`config.mk`:
```
export PLATFORM = sky130hd
export DESIGN_NAME = uart_tx_scheduler
export DESIGN_NICKNAME = d
export VERILOG_FILES = /design/src/rtl/uart_sched_pkg.sv /design/src/rtl/uart_frame_buf.sv /design/src/rtl/uart_tx_scheduler.sv
export SDC_FILE = /design/constraint.sdc
export NUM_CORES = 1
export LEC_CHECK = 0
export ABC_AREA = 1
export BUFFER_PORTS_ARGS = -buffer_cell sky130_fd_sc_hd__buf_2
export CAP_MARGIN = 20
export CORE_MARGIN = 1
export CORE_UTILIZATION = 45
export CTS_CLUSTER_SIZE = 24
export DETAILED_ROUTE_END_ITERATION = 8
export SLEW_MARGIN = 20
export SYNTH_ARGS = -nofsm -noshare
export SYNTH_HDL_FRONTEND = slang
export SYNTH_SLANG_ARGS = --single-unit
export TNS_END_PERCENT = 100
```
`constraint.sdc`:
```
create_clock -name clock -period 8.04 [get_ports clock]
set_input_delay 2.01 -clock clock [delete_from_list [all_inputs] [get_ports clock]]
set_output_delay 2.01 -clock clock [all_outputs]
set_load 0.01 [all_outputs]
```
`src/rtl/uart_sched_pkg.sv`:
```
// uart_sched_pkg
// Shared definitions for the UART transmit scheduler: FSM state encoding,
// frame header bytes, frame lengths and the nonce checksum helper.
package uart_sched_pkg;

  typedef enum logic [2:0] {
    IDLE      = 3'd0,
    START     = 3'd1,
    WAIT_BUSY = 3'd2,
    WAIT_DONE = 3'd3,
    GAP       = 3'd4
  } state_e;

  localparam logic [7:0] HDR_NONCE  = 8'hA5;
  localparam logic [7:0] HDR_STATUS = 8'h5A;

  localparam logic [2:0] LEN_NONCE  = 3'd6;
  localparam logic [2:0] LEN_STATUS = 3'd3;

  // XOR of the four nonce bytes, sent as the last byte of a nonce frame.
  function automatic logic [7:0] nonce_chk(input logic [31:0] n);
    return n[31:24] ^ n[23:16] ^ n[15:8] ^ n[7:0];
  endfunction

endpackage

```
`src/rtl/uart_frame_buf.sv`:
```
// uart_frame_buf
// Holds one outgoing frame (up to 6 bytes). On load it builds either a nonce
// frame (header, 4 nonce bytes MSB first, checksum) or a status frame
// (header, status, status) and latches the frame length.
//
// Ports:
//   clk_i        system clock
//   rst_ni       asynchronous active-low reset
//   load_i       build a new frame at this edge
//   sel_nonce_i  1 = nonce frame, 0 = status frame
//   nonce_i      nonce value for a nonce frame
//   status_i     status byte for a status frame
//   idx_i        byte index to read
//   byte_o       stored byte at idx_i (0 beyond the frame length)
//   len_o        length of the stored frame
module uart_frame_buf
  import uart_sched_pkg::*;
(
  input  logic        clk_i,
  input  logic        rst_ni,
  input  logic        load_i,
  input  logic        sel_nonce_i,
  input  logic [31:0] nonce_i,
  input  logic [7:0]  status_i,
  input  logic [2:0]  idx_i,
  output logic [7:0]  byte_o,
  output logic [2:0]  len_o
);

  logic [7:0] frame_q [6];
  logic [7:0] frame_d [6];
  logic [2:0] len_q, len_d;

  always_comb begin
    for (int i = 0; i < 6; i++) frame_d[i] = frame_q[i];
    len_d = len_q;
    if (load_i) begin
      if (sel_nonce_i) begin
        frame_d[0] = HDR_NONCE;
        frame_d[1] = nonce_i[31:24];
        frame_d[2] = nonce_i[23:16];
        frame_d[3] = nonce_i[15:8];
        frame_d[4] = nonce_i[7:0];
        frame_d[5] = nonce_chk(nonce_i);
        len_d      = LEN_NONCE;
      end else begin
        frame_d[0] = HDR_STATUS;
        frame_d[1] = status_i;
        frame_d[2] = status_i;  // checksum of a single byte is the byte
        frame_d[3] = 8'h00;
        frame_d[4] = 8'h00;
        frame_d[5] = 8'h00;
        len_d      = LEN_STATUS;
      end
    end
  end

  always_ff @(posedge clk_i or negedge rst_ni) begin
    if (!rst_ni) begin
      for (int i = 0; i < 6; i++) frame_q[i] <= 8'h00;
      len_q <= 3'd0;
    end else begin
      for (int i = 0; i < 6; i++) frame_q[i] <= frame_d[i];
      len_q <= len_d;
    end
  end

  always_comb begin
    byte_o = 8'h00;
    if (idx_i < len_q) begin
      case (idx_i)
        3'd0:    byte_o = frame_q[0];
        3'd1:    byte_o = frame_q[1];
        3'd2:    byte_o = frame_q[2];
        3'd3:    byte_o = frame_q[3];
        3'd4:    byte_o = frame_q[4];
        3'd5:    byte_o = frame_q[5];
        default: byte_o = 8'h00;
      endcase
    end
  end

  assign len_o = len_q;

endmodule

```
`src/rtl/uart_tx_scheduler.sv`:
```
// uart_tx_scheduler
// Arbitrates a pending nonce report and a pending status report, frames the
// chosen one and feeds it byte by byte to the UART transmitter.
//
// Ports:
//   clock, reset         system clock, asynchronous active-low reset
//   nonce_we, nonce      capture a nonce into the nonce slot
//   status_req, status   capture a status byte into the status slot
//   clear_flags          clear nonce_overrun and tx_error
//   tx_busy              transmitter is shifting a byte
//   tx_start, tx_data    one-cycle load pulse and the byte to load
//   active               scheduler is not idle
//   nonce_overrun        sticky: a pending nonce was overwritten unsent
//   tx_error             sticky: transmitter never acknowledged a start
//   dbg_state            current FSM state (uart_sched_pkg::state_e encoding)
//
// Transmitter handshake: tx_start is a single-cycle pulse, only raised while
// tx_busy is low. The transmitter acknowledges by raising tx_busy and finishes
// the byte by dropping it; tx_data is held from the pulse until that fall.
module uart_tx_scheduler
  import uart_sched_pkg::*;
#(
  parameter int GAP_CYCLES   = 16,
  parameter int BUSY_TIMEOUT = 8
) (
  input  logic        clock,
  input  logic        reset,
  input  logic        nonce_we,
  input  logic [31:0] nonce,
  input  logic        status_req,
  input  logic [7:0]  status,
  input  logic        clear_flags,
  input  logic        tx_busy,
  output logic        tx_start,
  output logic [7:0]  tx_data,
  output logic        active,
  output logic        nonce_overrun,
  output logic        tx_error,
  output logic [2:0]  dbg_state
);

  localparam int GW = $clog2(GAP_CYCLES + 1);
  localparam int TW = $clog2(BUSY_TIMEOUT + 1);
  localparam logic [GW-1:0] GAP_LAST = GW'(GAP_CYCLES - 1);
  localparam logic [TW-1:0] TMO_LAST = TW'(BUSY_TIMEOUT - 1);

  state_e        state_q, state_d;
  logic [2:0]    idx_q, idx_d;
  logic [GW-1:0] gap_q, gap_d;
  logic [TW-1:0] tmo_q, tmo_d;

  logic [31:0]   nonce_slot_q, nonce_slot_d;
  logic          nonce_vld_q, nonce_vld_d;
  logic [7:0]    status_slot_q, status_slot_d;
  logic          status_vld_q, status_vld_d;

  logic          tx_start_q, tx_start_d;
  logic [7:0]    tx_data_q, tx_data_d;
  logic          active_q, active_d;
  logic          overrun_q, overrun_d;
  logic          error_q, error_d;

  logic          load;
  logic          sel_nonce;
  logic          err_set;
  logic          overrun_set;
  logic [7:0]    frame_byte;
  logic [2:0]    frame_len;
  logic [2:0]    idx_nxt;

  uart_frame_buf u_frame_buf (
    .clk_i       (clock),
    .rst_ni      (reset),
    .load_i      (load),
    .sel_nonce_i (sel_nonce),
    .nonce_i     (nonce_slot_q),
    .status_i    (status_slot_q),
    .idx_i       (idx_d),
    .byte_o      (frame_byte),
    .len_o       (frame_len)
  );

  // State and datapath registers.
  always_ff @(posedge clock or negedge reset) begin
    if (!reset) begin
      state_q       <= IDLE;
      idx_q         <= 3'd0;
      gap_q         <= '0;
      tmo_q         <= '0;
      nonce_slot_q  <= 32'h0;
      nonce_vld_q   <= 1'b0;
      status_slot_q <= 8'h00;
      status_vld_q  <= 1'b0;
      tx_start_q    <= 1'b0;
      tx_data_q     <= 8'h00;
      active_q      <= 1'b0;
      overrun_q     <= 1'b0;
      error_q       <= 1'b0;
    end else begin
      state_q       <= state_d;
      idx_q         <= idx_d;
      gap_q         <= gap_d;
      tmo_q         <= tmo_d;
      nonce_slot_q  <= nonce_slot_d;
      nonce_vld_q   <= nonce_vld_d;
      status_slot_q <= status_slot_d;
      status_vld_q  <= status_vld_d;
      tx_start_q    <= tx_start_d;
      tx_data_q     <= tx_data_d;
      active_q      <= active_d;
      overrun_q     <= overrun_d;
      error_q       <= error_d;
    end
  end

  // Next-state logic and counters.
  always_comb begin
    state_d   = state_q;
    idx_d     = idx_q;
    gap_d     = gap_q;
    tmo_d     = tmo_q;
    load      = 1'b0;
    sel_nonce = 1'b0;
    err_set   = 1'b0;
    idx_nxt   = idx_q + 3'd1;
    case (state_q)
      IDLE: begin
        if (nonce_vld_q || status_vld_q) begin
          load      = 1'b1;
          sel_nonce = nonce_vld_q;  // nonce has fixed priority
          idx_d     = 3'd0;
          state_d   = START;
        end
      end
      START: begin
        // Stay here until the pulse has actually gone out.
        if (tx_start_q) begin
          tmo_d   = '0;
          state_d = WAIT_BUSY;
        end
      end
      WAIT_BUSY: begin
        if (tx_busy) begin
          state_d = WAIT_DONE;
        end else if (tmo_q == TMO_LAST) begin
          err_set = 1'b1;
          gap_d   = '0;
          state_d = GAP;
        end else begin
          tmo_d = tmo_q + TW'(1);
        end
      end
      WAIT_DONE: begin
        if (!tx_busy) begin
          if (idx_nxt < frame_len) begin
            idx_d   = idx_nxt;
            state_d = START;
          end else begin
            gap_d   = '0;
            state_d = GAP;
          end
        end
      end
      GAP: begin
        if (gap_q == GAP_LAST) begin
          state_d = IDLE;
        end else begin
          gap_d = gap_q + GW'(1);
        end
      end
      default: state_d = IDLE;
    endcase
  end

  // Registered-output next values.
  always_comb begin
    tx_start_d = 1'b0;
    tx_data_d  = tx_data_q;
    if (state_d == START && !tx_busy) begin
      tx_start_d = 1'b1;
      // On the IDLE->START edge the frame buffer is being loaded, so the
      // header is taken directly; byte 0 of every frame is its header.
      if (state_q == IDLE) begin
        tx_data_d = sel_nonce ? HDR_NONCE : HDR_STATUS;
      end else begin
        tx_data_d = frame_byte;
      end
    end
    active_d = (state_d != IDLE);
  end

  // Pending slots and sticky flags. A write in the same cycle as a consume
  // keeps the slot valid with the new value and is not an overrun.
  always_comb begin
    nonce_slot_d  = nonce_slot_q;
    nonce_vld_d   = nonce_vld_q;
    status_slot_d = status_slot_q;
    status_vld_d  = status_vld_q;
    overrun_set   = 1'b0;

    if (nonce_we) begin
      nonce_slot_d = nonce;
      nonce_vld_d  = 1'b1;
      overrun_set  = nonce_vld_q && !(load && sel_nonce);
    end else if (load && sel_nonce) begin
      nonce_vld_d = 1'b0;
    end

    if (status_req) begin
      status_slot_d = status;
      status_vld_d  = 1'b1;
    end else if (load && !sel_nonce) begin
      status_vld_d = 1'b0;
    end

    overrun_d = overrun_q;
    if (overrun_set)      overrun_d = 1'b1;
    else if (clear_flags) overrun_d = 1'b0;

    error_d = error_q;
    if (err_set)          error_d = 1'b1;
    else if (clear_flags) error_d = 1'b0;
  end

  assign tx_start      = tx_start_q;
  assign tx_data       = tx_data_q;
  assign active        = active_q;
  assign nonce_overrun = overrun_q;
  assign tx_error      = error_q;
  assign dbg_state     = state_q;

endmodule

```
==> metrics.sh, run 1 <==
FINALWEIGHTEDCONGESTION=0.8461
MAXSLEWHEADROOM_PCT=36.16
POST-SYNTH-TOP-COUNT-CELL='nand2_1'
DP_HPWL_UM=9088
WORST_PATH_MAX_DELAY_CELL='ha_1'
YOSYS_MOST_USED_DFF='dfrtp_1'
NUMBER_OF_ANTENNA_VIOLATIONS_AT_THE_FIRST_CHECK_IN_GLOBAL_ROUTING=0
GATE_POWER_SHARE_PCT=40.9
GRT_MAX_DEGREE=75
IO_COUNT=61
POST-LAYOUT-TOTAL-POWER_uW=2233
DIODES=0
SYN_TO_FINAL_GROWTH_PCT=12.75
MAXCAPVIOLCOUNT=0
DIE_Y_UM=112.2
VIAS_IN_THE_FIRST_GLOBAL_ROUTE=4342
GRT_SETUP_UNREPAIRED='false'
NUMBER_OF_INPUT_AND_OUTPUT_PORT_BUFFERS_INSERTED=60
TRITONCTS_CLOCK_TREE='built'
SYNTH_COMMONEST_CELLS='175 x nand2_1, 112 x dfrtp_1, 74 x inv_1'
TIMING.FINAL.CRIT_SHARE_PCT=45.89
SETUP-TNS-FINAL_NS=0
REPORT.FINAL.SETUP_VIOL=0
DRT_PASS1_ITERATIONS=6
FINISH.NET_COUNT=741
CTS_SETUP_BUFFERS=0
OUTCOME='finished, violations left'
SYNTH_AREA_LEADER_CELL='dfrtp_1'
STARTPOINT_TYPE='primary input'
FINCLKSKEW_NS=0.009264
CORE-AREA_MM2=0.01161
CTS_MADE_BUFFERS=9
REQUIRED_NS=8.32
MIN_PATH_TYPE='reg -> reg'
CTS-HOLD-FIX-BUFFERS=0
DIEWIDTH_UM=112.2
FAILED_CHECKS='DRC'
DRTITER0DRC=278
TIMING.REG2REG.SETUP_SLACK_NS=4.84
SYNTH-EDFF-COUNT=0
NET-SWITCHING-POWER_uW=945.8
SYNTH-SEQ-CELLS=112
DETAIL_ROUTE.WL_PER_CELL_UM=15.05
SYNTH_ASYNC_SR_FLOP_SHARE_PCT=100.0
GRT_FIRST_PASS_WIRELENGTH_UM=21350
DETAIL-ROUTE-ANTENNA-NETS=0
ROWS=39
NETSWITCHINGFRACTION_PCT=42.35
CTS_SINKS=112
SYNTHESIS.AREA_PER_INSTANCE_UM2=8.605
TIMING.CRITICAL_PATH.FANOUT_MAX=19
CTS_HTREE_LEVELS=3
CRITICAL_PATH.CELL_CHAIN='buf_2, inv_1, nand3_1, nand2_1, nand3_1, nand2_2, ha_1, a21oi_1, o211ai_1, nor2_4, nand2_1, a21oi_1'
SEQ_AREA_FRAC_SYNTH_PCT=51.29
SYNTH_TOP_AREA_SHARE_PCT=51.29
YS.WARNINGS.COUNT=0
VIA_COUNT=4285
CRITICAL_PATH_ARRIVAL_NS=3.97
DIE_AREA_MM2=0.01259
POWERDENSITY_mW_PER_MM2=362.5
SLEW_VIOL_FINAL=0
NETLIST-CELL-TYPE-COUNT=40
WHS_NS=0.4825
YS_TOP_CELLS_BY_AREA='dfrtp_1 51%, nand2_1 12%, inv_1 5.1%, o21ai_0 4.9%, nand3_1 4.2%'
FMAX_ACHIEVED_MHz=271.0
P_LEAK_uW=0.003188
IR_WORST_VDD_V=0.0002248
DETAIL_ROUTE.DRC_VIOLATIONS=4
CRIT_PATH_MAX_INCR_DELAY_NS=0.34
CLOCK-ROOT-BUFFER='clkbuf_16'
ACTUAL_TRANSITION_AT_THE_WORST_MAX_TRANSITION_PIN_NS=0.9565
POST-ROUTE-MIN-PERIOD_NS=3.690
NUMBER_OF_GATES_RESIZED_AFTER_CTS=0
GRT_UTIL_ALL_LAYERS_PCT=21.88
AVGVIACOUNTPERCELL=5.132
TIMING.CRITICAL_PATH.TO_TYPE='flop'
SYNTHESIS.AREA_MM2=0.005464
POSTROUTEWIRELENGTH_UM=12560
GR-TOTAL-OVERFLOW=0
SEQPWRFRAC_PCT=39.0
CRIT_TYPE='in -> reg'
SHARE_CLK_OF_TOTAL_POWER_PCT=20.0
CLK_SLEW_ON_WORST_S_H_PATHS_NS=0.07
SYN_NETS=689
CLK_LATENCY_WORST_SKEW_PAIR_NS=0.36
FRACTION_OF_LAYOUT_INSTANCES_USING_A_DRIVE_STRENGTH_ABOVE_1_PCT=17.20
FLOORPLAN.INITIALDENSITY_PCT=47.05
SYNTHCELLS=635
CTS_BUFFER_DEPTH=2
CELLINTERNALPOWER_uW=1287
FINAL_HOLD_VIOL_COUNT=0
power by group through the flow:
| stage | clock [uW] | sequential [uW] | combinational (uW) |
|---|---|---|---|
| floorplan | 0 | 851 | 688 |
| global placement | 0 | 879 | 896 |
| detailed placement | 0 | 880 | 919 |
| CTS | 462 | 870 | 924 |
| global route | 484 | 893 | 1050 |
| finish | 448 | 872 | 914 |
critical path: cells and delay by family:
kind	cells	cell delay (ns)
buffers and inverters	2	0.33
AND/OR/NAND/NOR	6	0.87
AO/OA/AOI/OAI	3	0.42
adder cells (fa/ha/maj)	1	0.34
flip-flops by register name (all words and copies together) (netlist names):
register,cells
tx_start,1
tmo_q,4
status_slot_q,8
nonce_vld_q,1
u_frame_buf.frame_q,41
dbg_state,3
nonce_overrun,1
idx_q,3
tx_error,1
gap_q,5
u_frame_buf.len_o,2
status_vld_q,1
active,1
nonce_slot_q,32
tx_data,8
through the flow:
stage | setup slack (ns) | util [%] | area (um2) | cells
after floorplan | 4.365 | - | 5464 | 635
after detailed placement | 3.993 | 50.47 | 5862 | 819
after global routing | 4.121 | 53.05 | 6161 | 835
after CTS | 4.357 | 53.05 | 6161 | 835
final | 4.350 | 53.05 | 6161 | 835
after global placement | 4.059 | 50.47 | 5862 | 819
cells by family (layout without fill, tap and decap cells):
group           Yosys count  after routing  share of synthesized area, %
xor+xnor                 17             17                         2.725
mux                       1              1                        0.1832
buf+inv                 104            161                         7.442
fa+ha+maj                 8              8                         1.832
simple gates            293            293                         25.44
compound gates          100            100                         11.08
flops                   112            112                         51.29
layer usage:
layer	wire length (um)	share of wire (%)	global-route usage (%)	vias to the layer above
met5	0	0	0	-
met4	80	0.64	4.622	0
met3	548	4.4	5.940	6
met2	5591	45	34.20	86
met1	6343	50	30.65	2045
li1	-	-	-	2148
path summary, 6_finish.rpt:
kind,from,end,depth (start not counted)
min in group asynchronous,reset,active$_DFF_PN0_,1
min reg2reg,u_frame_buf.len_o[1]$_DFFE_PN0P_,u_frame_buf.len_o[1]$_DFFE_PN0P_,2
min,u_frame_buf.len_o[1]$_DFFE_PN0P_,u_frame_buf.len_o[1]$_DFFE_PN0P_,2
max,tx_busy,tx_data[1]$_DFFE_PN0P_,12
max reg2reg,idx_q[0]$_DFF_PN0_,tx_data[1]$_DFFE_PN0P_,15
max in group asynchronous,reset,u_frame_buf.frame_q[3]$_DFFE_PN0P_,2
layout make-up:
type | instances | area (um2)
well taps | 143 | 178.9
clock inverters | 5 | 46.29
clock buffers | 11 | 252.7
fillers | 1096 | 5453
multi-input cells | 419 | 2255
flip-flops and latches | 112 | 2803
inverters | 84 | 315.3
repair buffers | 61 | 310.3
placed cells by master (no fill, tap or decap), types with 9 or more instances in the layout:
cell       synthesis  routed
a21oi_1           14      14
buf_2              1      59
clkbuf_16          0       9
dfrtp_1          112     112
inv_1             74      74
inv_2             10      10
nand2_1          175     175
nand3_1           46      46
nand4_1            9       9
nor2_1            25      25
o211ai_1          10      10
o21ai_0           54      54
or2_2             10      10
xor2_1            16      16
Note: power is estimated with default switching activity, not from simulation.
==> run 2: changes to the inputs <==
--- a/config.mk
+++ b/config.mk
@@ -12,6 +12,7 @@
 export CORE_UTILIZATION = 45
 export CTS_CLUSTER_SIZE = 24
 export DETAILED_ROUTE_END_ITERATION = 8
+export PLACE_DENSITY = 0.66
 export SLEW_MARGIN = 20
 export SYNTH_ARGS = -nofsm -noshare
 export SYNTH_HDL_FRONTEND = slang
==> constraint.sdc (replaced) <==
create_clock -name clock -period 3.35 [get_ports clock]
set_input_delay 0.8375 -clock clock [delete_from_list [all_inputs] [get_ports clock]]
set_output_delay 0.8375 -clock clock [all_outputs]
set_load 0.01 [all_outputs]
==> metrics.sh, run 2 (synthesized netlist as in run 1, its figures left out) <==
ACTUAL_TRANSITION_AT_THE_WORST_MAX_TRANSITION_PIN_NS=0.9650  # was 0.9565 ns
VIA_COUNT=4367  # was 4285
MAXCAPVIOLCOUNT=0  # unchanged
POST-ROUTE-MIN-PERIOD_NS=3.112
STARTPOINT_TYPE='flop'  # was primary input
SETUP-TNS-FINAL_NS=0  # unchanged
TRITONCTS_CLOCK_TREE='built'  # unchanged
IR_WORST_VDD_V=0.0003783  # was 0.0002248 V
DETAIL_ROUTE.WL_PER_CELL_UM=14.60  # was 15.05 um
FINAL_HOLD_VIOL_COUNT=0  # unchanged
FRACTION_OF_LAYOUT_INSTANCES_USING_A_DRIVE_STRENGTH_ABOVE_1_PCT=17.53  # was 17.20%
IO_COUNT=61  # unchanged
CTS_HTREE_LEVELS=3  # unchanged
POST-LAYOUT-TOTAL-POWER_uW=5392  # was 2233 uW
OUTCOME='finished, violations left'  # unchanged
TIMING.CRITICAL_PATH.TO_TYPE='flop'  # unchanged
TIMING.CRITICAL_PATH.FANOUT_MAX=8  # was 19
FINALWEIGHTEDCONGESTION=0.8838  # was 0.8461
DPL.CELL_COUNT=823  # was 819
CELLINTERNALPOWER_uW=3159  # was 1287 uW
POSTROUTEWIRELENGTH_UM=12250  # was 12560 um
FLOORPLAN.INITIALDENSITY_PCT=47.05  # unchanged
SHARE_CLK_OF_TOTAL_POWER_PCT=20.0  # about the same
NETSWITCHINGFRACTION_PCT=41.41  # was 42.35%
GRT_FIRST_PASS_WIRELENGTH_UM=20730  # was 21350 um
DIODES=0  # unchanged
GR-TOTAL-OVERFLOW=0  # unchanged
LARGEST_REGISTER_FFS=41  # unchanged
NET-SWITCHING-POWER_uW=2232  # was 945.8 uW
NUMBER_OF_ANTENNA_VIOLATIONS_AT_THE_FIRST_CHECK_IN_GLOBAL_ROUTING=0  # unchanged
CLK_LATENCY_WORST_SKEW_PAIR_NS=0.36  # about the same
MIN_PATH_TYPE='reg -> reg'  # unchanged
FINALNONFILLERCELLS=839  # was 835
CLK_SLEW_ON_WORST_S_H_PATHS_NS=0.07  # about the same
MAXSLEWHEADROOM_PCT=35.60  # was 36.16%
DP_HPWL_UM=8943  # was 9088 um
GRT_UTIL_ALL_LAYERS_PCT=20.97  # was 21.88%
REPORT.FINAL.SETUP_VIOL=0  # unchanged
DIEWIDTH_UM=112.2  # unchanged
TIMING.FINAL.CRIT_SHARE_PCT=92.89
CTS_MADE_BUFFERS=9  # unchanged
SEQPWRFRAC_PCT=38.8  # was 39.0%
CTS_SINKS=112  # unchanged
GATE_POWER_SHARE_PCT=41.1  # was 40.9%
DIE_AREA_MM2=0.01259  # unchanged
LARGEST_REGISTER='u_frame_buf.frame_q'  # unchanged
SLEW_VIOL_FINAL=0  # unchanged
FMAX_ACHIEVED_MHz=321.3
NUMBER_OF_INPUT_AND_OUTPUT_PORT_BUFFERS_INSERTED=60  # unchanged
MOSTFREQUENTLAYOUTCELL='nand2_1'  # unchanged
FINCLKSKEW_NS=0.009072  # was 0.009264 ns
P_LEAK_uW=0.003209  # was 0.003188 uW
CRITICAL_PATH_ARRIVAL_NS=3.39  # was 3.97 ns
CORE-AREA_MM2=0.01161  # unchanged
DRTITER0DRC=318  # was 278
CTS_BUFFER_DEPTH=2  # unchanged
REQUIRED_NS=3.62  # was 8.32 ns
ROWS=39  # unchanged
DIE_Y_UM=112.2  # unchanged
CRIT_TYPE='reg -> reg'  # was in -> reg
VIAS_IN_THE_FIRST_GLOBAL_ROUTE=4291  # was 4342
FINISH.NET_COUNT=745  # was 741
FAILED_CHECKS='DRC'  # unchanged
PLACEMENT.CELL_AREA_MM2=0.005904  # was 0.005862 mm2
DETAIL-ROUTE-ANTENNA-NETS=0  # unchanged
CTS-HOLD-FIX-BUFFERS=0  # unchanged
DRT_PASS1_ITERATIONS=7  # was 6
GRT_MAX_DEGREE=63  # was 75
SYN_TO_FINAL_GROWTH_PCT=13.60  # was 12.75%
TOP_REGS='u_frame_buf.frame_q x41, nonce_slot_q x32'  # unchanged
POWERDENSITY_mW_PER_MM2=868.6  # was 362.5 mW/mm2
FINAL_CELL_AREA_EXCLUDING_FILLER_CELLS_MM2=0.006207  # was 0.006161 mm2
AVGVIACOUNTPERCELL=5.205  # was 5.132
CLOCK-ROOT-BUFFER='clkbuf_16'  # unchanged
GRT_SETUP_UNREPAIRED='false'  # unchanged
DETAIL_ROUTE.DRC_VIOLATIONS=3  # was 4
FINAL_CELL_MIX='174 x nand2_1, 112 x dfrtp_1, 74 x inv_1'  # was 175 x nand2_1, 112 x dfrtp_1, 74 x inv_1
run 2: area by class of cell:
cell class                      instances  area [um2]
Clock buffer                           12       246.5
Sequential cell                       112        2803
Clock inverter                          4       53.80
Inverter                               84       315.3
Tap cell                              143       178.9
Multi-Input combinational cell        419        2257
Fill cell                            1070        5406
Timing Repair Buffer                   65       352.8
run 2: repair_timing:
item	in CTS	in global routing
gates resized for setup	0	1
setup endpoints to repair	0	6
setup buffers	0	0
run 2: final timing paths:
check	startpoint	endpoint	slack, ns	cells after the start
max in group asynchronous	reset	nonce_slot_q[25]$_DFFE_PN0P_	2.09	2
min	u_frame_buf.frame_q[31]$_DFFE_PN0P_	u_frame_buf.frame_q[31]$_DFFE_PN0P_	0.48	2
min in group asynchronous	reset	gap_q[3]$_DFFE_PN0P_	0.50	1
max	idx_q[0]$_DFF_PN0_	tx_data[1]$_DFFE_PN0P_	0.24	15
max reg2reg	idx_q[0]$_DFF_PN0_	tx_data[1]$_DFFE_PN0P_	0.24	15
min reg2reg	u_frame_buf.frame_q[31]$_DFFE_PN0P_	u_frame_buf.frame_q[31]$_DFFE_PN0P_	0.48	2
run 2: per-layer routing:
metal  global-route usage, %  part of all wire, %
met5                       0                    0
met4                   6.578                  2.3
met3                   5.670                  4.6
met2                   32.42                   45
met1                   28.89                   48
run 2: power by group through the flow:
stage | Sequential, uW | Clock, uW | Combinational, uW
final | 2090 | 1080 | 2220
after global routing | 2140 | 1170 | 2510
after CTS | 2090 | 1110 | 2230
after detailed placement | 2110 | 0 | 2220
after global placement | 2100 | 0 | 2140
after floorplan | 2040 | 0 | 1650
run 2: metrics by stage:
step | hold WS [ns] | util (%) | setup slack, ns
floorplan | 0.4419 | - | 0.4626
global placement | 0.4607 | 50.84 | 0.4793
detailed placement | 0.4663 | 50.84 | 0.2771
CTS | 0.4840 | 53.43 | 0.2412
global route | 0.5038 | 53.45 | 0.02298
finish | 0.4814 | 53.45 | 0.2381
run 2: critical path, stage by stage (launching register included):
cell	delay [ns]
dfrtp_1	0.44
ha_1	0.23
xnor2_1	0.20
inv_1	0.07
ha_1	0.32
a21oi_2	0.25
nand3_1	0.14
nand2_1	0.10
nand3_1	0.11
nand2_2	0.15
ha_1	0.28
a21oi_1	0.18
o211ai_1	0.15
nor2_4	0.18
nand2_1	0.08
a21oi_1	0.14
